File: config.mk
export PLATFORM = sky130hd
export DESIGN_NAME = wptr_full_lvl
export DESIGN_NICKNAME = d
export VERILOG_FILES = /design/src/rtl/fifo_pkg.sv /design/src/rtl/gray2bin_sync.sv /design/src/rtl/wptr_full_lvl.sv
export SDC_FILE = /design/constraint.sdc
export NUM_CORES = 1
export LEC_CHECK = 0
export CORE_AREA = 2 2 43 45
export CTS_BUF_LIST = sky130_fd_sc_hd__clkbuf_4
export DETAILED_ROUTE_END_ITERATION = 10
export DIE_AREA = 0 0 45 47
export PLACE_DENSITY = 0.81
export REMOVE_ABC_BUFFERS = 1
export SLEW_MARGIN = 20
export SYNTH_ARGS = -nofsm -noshare
export SYNTH_HDL_FRONTEND = slang
export SYNTH_HIERARCHICAL = 1
export SYNTH_SLANG_ARGS = --single-unit
File: constraint.sdc
create_clock -name wclk -period 4.9 [get_ports wclk]
set_input_delay 0.735 -clock wclk [delete_from_list [all_inputs] [get_ports wclk]]
set_output_delay 0.735 -clock wclk [all_outputs]
set_load 0.005 [all_outputs]
File: src/rtl/fifo_pkg.sv
// Shared async-FIFO helpers: Gray/binary conversion and the minimum legal
// address width. Functions work on 32-bit values; callers zero-extend and
// truncate to their own pointer width.
package fifo_pkg;

  localparam int ADDR_MIN = 2;

  function automatic logic [31:0] bin2gray(input logic [31:0] b);
    return (b >> 1) ^ b;
  endfunction

  function automatic logic [31:0] gray2bin(input logic [31:0] g);
    logic [31:0] b;
    b[31] = g[31];
    for (int i = 30; i >= 0; i--) begin
      b[i] = b[i+1] ^ g[i];
    end
    return b;
  endfunction

endpackage

File: src/rtl/gray2bin_sync.sv
// Combinational Gray-to-binary converter of parametrised width. Used on the
// synchronised opposite-domain pointer by both the write and read sides.
module gray2bin_sync #(
  parameter int W = 4
) (
  input  logic [W-1:0] i_gray,
  output logic [W-1:0] o_bin
);

  // Each binary bit is the XOR of all Gray bits at and above it; written as a
  // reduction per bit so no bit depends on another output bit.
  generate
    for (genvar gi = 0; gi < W; gi++) begin : g_bit
      assign o_bin[gi] = ^i_gray[W-1:gi];
    end
  endgenerate

endmodule

File: src/rtl/wptr_full_lvl.sv
// Write-side pointer and status block of the async FIFO.
// Holds the binary/Gray write pointers, derives full, fill level and
// almost-full from the synchronised Gray read pointer.
// Compile option: WPTR_OVF_EN adds the sticky overflow flag wovf; without it
// wovf is tied low and wovf_clr is ignored.
module wptr_full_lvl
  import fifo_pkg::*;
#(
  parameter int ADDR = 3
) (
  input  logic            wclk,
  input  logic            wrst,
  input  logic            winc,
  input  logic [ADDR:0]   wq2_rptr,
  input  logic [ADDR:0]   waf_thresh,
  input  logic            wovf_clr,
  output logic [ADDR:0]   wptr,
  output logic [ADDR-1:0] waddr,
  output logic            wfull,
  output logic            wafull,
  output logic [ADDR:0]   wlevel,
  output logic            wovf
);

  localparam int PW = ADDR + 1;

  generate
    if (ADDR < ADDR_MIN) begin : g_addr_chk
      $error("wptr_full_lvl: ADDR must be at least %0d", ADDR_MIN);
    end
  endgenerate

  logic [ADDR:0] r_wbin;
  logic [ADDR:0] r_wptr;
  logic          r_wfull;
  logic          r_wafull;
  logic [ADDR:0] r_wlevel;

  logic          w_accept;
  logic [ADDR:0] w_wbinnext;
  logic [ADDR:0] w_wgraynext;
  logic [ADDR:0] w_rbin;
  logic [ADDR:0] w_levelnext;
  logic [ADDR:0] w_full_cmp;
  logic          w_fullnext;
  logic          w_wafullnext;

  gray2bin_sync #(.W(PW)) u_rptr_g2b (
    .i_gray (wq2_rptr),
    .o_bin  (w_rbin)
  );

  // Next-state pointer arithmetic. Full compares against the read pointer
  // with its two MSBs inverted: same slot, one lap ahead.
  always_comb begin
    w_accept     = winc & ~r_wfull;
    w_wbinnext   = r_wbin + PW'(w_accept);
    w_wgraynext  = PW'(bin2gray(32'(w_wbinnext)));
    w_full_cmp   = {~wq2_rptr[ADDR:ADDR-1], wq2_rptr[ADDR-2:0]};
    w_fullnext   = (w_wgraynext == w_full_cmp);
    w_levelnext  = w_wbinnext - w_rbin;
    w_wafullnext = (w_levelnext >= waf_thresh);
  end

  // Pointer, level and status registers; reset clears them immediately.
  always_ff @(posedge wclk or posedge wrst) begin
    if (wrst) begin
      r_wbin   <= '0;
      r_wptr   <= '0;
      r_wfull  <= 1'b0;
      r_wafull <= 1'b0;
      r_wlevel <= '0;
    end else begin
      r_wbin   <= w_wbinnext;
      r_wptr   <= w_wgraynext;
      r_wfull  <= w_fullnext;
      r_wafull <= w_wafullnext;
      r_wlevel <= w_levelnext;
    end
  end

`ifdef WPTR_OVF_EN
  logic r_wovf;

  // Sticky overflow: a rejected write sets it, and set beats a same-cycle clear.
  always_ff @(posedge wclk or posedge wrst) begin
    if (wrst) begin
      r_wovf <= 1'b0;
    end else if (winc & r_wfull) begin
      r_wovf <= 1'b1;
    end else if (wovf_clr) begin
      r_wovf <= 1'b0;
    end
  end

  assign wovf = r_wovf;
`else
  logic w_unused_ovf_clr;
  assign w_unused_ovf_clr = wovf_clr;
  assign wovf = 1'b0;
`endif

  assign wptr   = r_wptr;
  assign waddr  = r_wbin[ADDR-1:0];
  assign wfull  = r_wfull;
  assign wafull = r_wafull;
  assign wlevel = r_wlevel;

endmodule

==> impl_metrics.xml <==
<?xml version="1.0" encoding="UTF-8"?>
<metrics>
  <group name="outcome">
    <metric name="outcome" unit="">completed</metric>
  </group>
  <group name="sta">
    <metric name="finalSetupViolations" unit="">0</metric>
    <metric name="fin_crit_sh" unit="%">62.4</metric>
    <metric name="fin_ws" unit="ns">1.84</metric>
    <metric name="slew-limit-headroom" unit="%">66.9</metric>
    <metric name="grt_setup_unrepaired" unit="">no</metric>
    <metric name="timing.fmax" unit="MHz">327</metric>
    <metric name="hold_violations" unit="">0</metric>
    <metric name="timing_max_transition_violations_final" unit="">0</metric>
    <metric name="tightestPinTransition" unit="ns">0.495</metric>
    <metric name="skew" unit="ns">0.00275</metric>
    <metric name="final_period_minus_worst_setup_slack" unit="ns">3.06</metric>
    <metric name="fin_tns_setup" unit="ns">0</metric>
  </group>
  <group name="die">
    <metric name="coreArea" unit="mm^2">0.00165</metric>
    <metric name="core.rowCount" unit="">15</metric>
    <metric name="ios" unit="">26</metric>
    <metric name="chipHeight" unit="um">47</metric>
    <metric name="start_util" unit="%">45.5</metric>
    <metric name="dieWidth" unit="um">45</metric>
    <metric name="floorplan.die_area" unit="mm^2">0.00212</metric>
  </group>
  <group name="worst_setup_path">
    <metric name="worstSetupStartpointType" unit="">primary input</metric>
    <metric name="cp-end-kind" unit="">flip-flop</metric>
    <metric name="timing.critical_path.slowest_stage_cell" unit="">sky130_fd_sc_hd__fa_1</metric>
    <metric name="worstPathArrival" unit="ns">3.23</metric>
    <metric name="cp.required" unit="ns">5.07</metric>
    <metric name="worstPathCellList" unit="">clkdlybuf4s50_1, nor2b_1, ha_1, ha_1, inv_1, fa_1, inv_1, ha_1, a21o_1, a21o_1, a21o_1</metric>
    <metric name="timing.reg2reg.setup_slack" unit="ns">2.41</metric>
    <metric name="critPathMaxStageDelay" unit="ns">0.50</metric>
    <metric name="critical_path.max_fanout" unit="">6</metric>
    <metric name="timing.setup.critical_path_class" unit="">in -&gt; reg</metric>
  </group>
  <group name="place">
    <metric name="buffer_ports.inserted" unit="">23</metric>
    <metric name="place_congestion" unit="">0.783</metric>
    <metric name="hpwl" unit="um">899</metric>
    <metric name="preCtsSetupSlack" unit="ns">1.52</metric>
  </group>
  <group name="synthesis">
    <metric name="ys_warn_count" unit="">6</metric>
    <metric name="synth.avg_cell_area" unit="um^2">11.4</metric>
    <metric name="post_synth_xor_area_fraction" unit="%">19.5</metric>
    <metric name="synth.largest_area_cell" unit="">sky130_fd_sc_hd__dfrtp_1</metric>
    <metric name="combinational_family_with_the_most_area_after_synthesis" unit="">XOR/XNOR gates</metric>
    <metric name="netlist_instances" unit="">66</metric>
    <metric name="synth.cell_area" unit="um^2">751</metric>
    <metric name="synth_compound_gate_area_share" unit="%">5.67</metric>
    <metric name="muxShareOfSynthArea" unit="%">0</metric>
    <metric name="postSynthRegisterBits" unit="">13</metric>
    <metric name="yosysTopAreaCellShare" unit="%">43.3</metric>
    <metric name="synth_sequential_area_ratio" unit="%">43.3</metric>
    <metric name="post_synth_num_cell_types" unit="">16</metric>
    <metric name="adder_cell_area_share_of_the_yosys_netlist" unit="%">17.7</metric>
    <metric name="synth.top_cells.by_area" unit="">sky130_fd_sc_hd__dfrtp_1 (43%), sky130_fd_sc_hd__ha_1 (15%), sky130_fd_sc_hd__xor2_1 (8.2%)</metric>
    <metric name="synth_area_in_simple_gates" unit="%">5.33</metric>
  </group>
  <group name="final_layout">
    <metric name="finalNetCount" unit="">114</metric>
    <metric name="final.fill_count" unit="">141</metric>
    <metric name="diodes_inserted" unit="">0</metric>
    <metric name="post_route_cells_drive_above_1_share" unit="%">6.59</metric>
    <metric name="layout_common_cells" unit="">sky130_fd_sc_hd__clkdlybuf4s50_1 (23), sky130_fd_sc_hd__dfrtp_1 (13), sky130_fd_sc_hd__inv_1 (12)</metric>
    <metric name="final-seq-area" unit="um^2">325</metric>
    <metric name="multiInputGateArea" unit="um^2">365</metric>
    <metric name="most_common_cell_after_layout_fill_and_taps_aside" unit="">sky130_fd_sc_hd__clkdlybuf4s50_1</metric>
    <metric name="synthToLayoutAreaGrowth" unit="%">35.5</metric>
  </group>
  <group name="global_route">
    <metric name="gr-usage-all-layers" unit="%">13.7</metric>
    <metric name="globalRouteOverflowTotal" unit="">0</metric>
    <metric name="antenna_violations_before_repair" unit="">0</metric>
    <metric name="first_global_vias" unit="">479</metric>
    <metric name="grt_first_pass_wirelength" unit="um">1980</metric>
    <metric name="grt_start_max_net_pins" unit="">14</metric>
  </group>
  <group name="power_and_ir_drop">
    <metric name="power.share.clock" unit="%">9.7</metric>
    <metric name="power.switching_fraction" unit="%">36.2</metric>
    <metric name="cell_internal_pwr" unit="W">0.000470</metric>
    <metric name="switchingPower" unit="W">0.000267</metric>
    <metric name="power.static_leakage" unit="nW">0.501</metric>
    <metric name="combinationalPowerShare" unit="%">63.9</metric>
    <metric name="max-vdd-ir-drop" unit="V">0.000422</metric>
    <metric name="power_frac_seq" unit="%">26.4</metric>
    <metric name="design_power_total" unit="W">0.000737</metric>
    <metric name="pwr_density_cell" unit="mW/mm^2">725</metric>
  </group>
  <group name="routing">
    <metric name="wirelength" unit="um">1170</metric>
    <metric name="detail_route.iter0.violations" unit="">1</metric>
    <metric name="dr.pass1.iters" unit="">2</metric>
    <metric name="routed-via-count" unit="">501</metric>
    <metric name="post_drt_via_cell_ratio" unit="">4.64</metric>
    <metric name="antenna_violating_nets_post_route" unit="">0</metric>
    <metric name="post-route-drc-count" unit="">0</metric>
    <metric name="wire_per_inst" unit="um">10.8</metric>
  </group>
  <group name="flow_run">
    <metric name="maxCapViolations" unit="">0</metric>
  </group>
  <group name="clocking">
    <metric name="cts_tree" unit="">built</metric>
    <metric name="clk_root_buffer_cell" unit="">sky130_fd_sc_hd__clkbuf_4</metric>
    <metric name="hold_buf_count_cts" unit="">0</metric>
    <metric name="clock_insertion_delay_worst_skew" unit="ns">0.27</metric>
    <metric name="clkTransAtPathRegs" unit="ns">0.08</metric>
    <metric name="ctsLongestPathBuffers" unit="">2</metric>
    <metric name="numClockSinks" unit="">13</metric>
    <metric name="cts.htree.levels" unit="">1</metric>
    <metric name="postCtsResizedCells" unit="">0</metric>
    <metric name="post_cts_setup_repair_bufs" unit="">0</metric>
    <metric name="numCtsBuffers" unit="">3</metric>
  </group>
  <group name="worst_hold_path">
    <metric name="hold_class" unit="">reg -&gt; reg</metric>
  </group>
</metrics>
==> per-stage QoR <==
| step | std cells | util (%) | hold slack (ns) | area (um^2) |
|---|---|---|---|---|
| 6_report | 108 | 61.6 | 0.628 | 1020 |
| 5_1_grt | 108 | 61.6 | 0.670 | 1020 |
| 4_1_cts | 108 | 61.6 | 0.634 | 1020 |
| 3_5_place_dp | 104 | 59.8 | 0.613 | 987 |
| 3_3_place_gp | 104 | 59.8 | 0.607 | 987 |
| 2_1_floorplan | 64 | - | 0.575 | 736 |
==> final timing paths <==
path	endpoint	depth (start not counted)	from
min	r_wbin[2]	1	r_wbin[2]
min in group asynchronous	wptr[1]	2	wrst
max reg2reg	wafull	9	r_wbin[0]
max	wafull	11	winc
max in group asynchronous	wfull	2	wrst
min reg2reg	r_wbin[2]	1	r_wbin[2]
==> layout make-up <==
type / instances / area share [%]
well taps: 17 / 2.09
multi-input cells: 39 / 35.9
repair buffers: 23 / 22.6
flip-flops and latches: 13 / 32.0
inverters: 12 / 4.43
clock buffers: 4 / 2.95
==> sequential cells by signal, summed over array words and instances, names as in the netlist <==
signal and count:
wptr 3, r_wbin 4, wafull 1, wfull 1
wlevel 4
==> kinds of logic (layout without fill, tap and decap cells) <==
family	Yosys count	in the layout
xor gates and xnor gates	15	15
AOI/OAI and AO/OA	6	6
adders and majority gates	10	10
buffers and inverters	14	39
other	1	1
DFF	13	13
and+or+nand+nor	7	7
==> worst max-delay path, delay by kind of cell <==
family / cells / cell delay [ns]
buffers and inverters: 3 / 0.55
AOI/OAI and AO/OA: 3 / 0.50
and+or+nand+nor: 1 / 0.13
adders and majority gates: 4 / 1.32
==> Yosys cell counts <==
library cell / number
sky130_fd_sc_hd__buf_4: 2
sky130_fd_sc_hd__xor2_1: 7
sky130_fd_sc_hd__dfrtp_1: 13
sky130_fd_sc_hd__fa_1: 1
sky130_fd_sc_hd__ha_1: 9
sky130_fd_sc_hd__xnor2_1: 6
sky130_fd_sc_hd__a21o_1: 4
sky130_fd_sc_hd__a21oi_1: 1
sky130_fd_sc_hd__a22oi_1: 1
sky130_fd_sc_hd__or3_1: 2
sky130_fd_sc_hd__nor2b_1: 1
sky130_fd_sc_hd__conb_1: 1
sky130_fd_sc_hd__xor2_2: 2
sky130_fd_sc_hd__nand3_1: 3
sky130_fd_sc_hd__inv_1: 12
sky130_fd_sc_hd__nand2b_1: 1
==> power groups by stage <==
stage,combinational [W],sequential [W],clock [W]
6_report,0.000471,0.000194,0.0000718
5_1_grt,0.000543,0.000200,0.0000784
4_1_cts,0.000479,0.000195,0.0000733
3_5_place_dp,0.000475,0.000197,0
3_3_place_gp,0.000460,0.000196,0
2_1_floorplan,0.000293,0.000204,0
==> per-layer routing <==
| layer | track usage, % | up-vias | wire (um) |
|---|---|---|---|
| met2 | 21.4 | 17 | 563 |
| met3 | 3.46 | 4 | 73 |
| met5 | 0 | - | 0 |
| met4 | 8.82 | 0 | 29 |
| met1 | 16.8 | 230 | 502 |
| li1 | - | 250 | - |
Power figures use the tool's default switching activity.
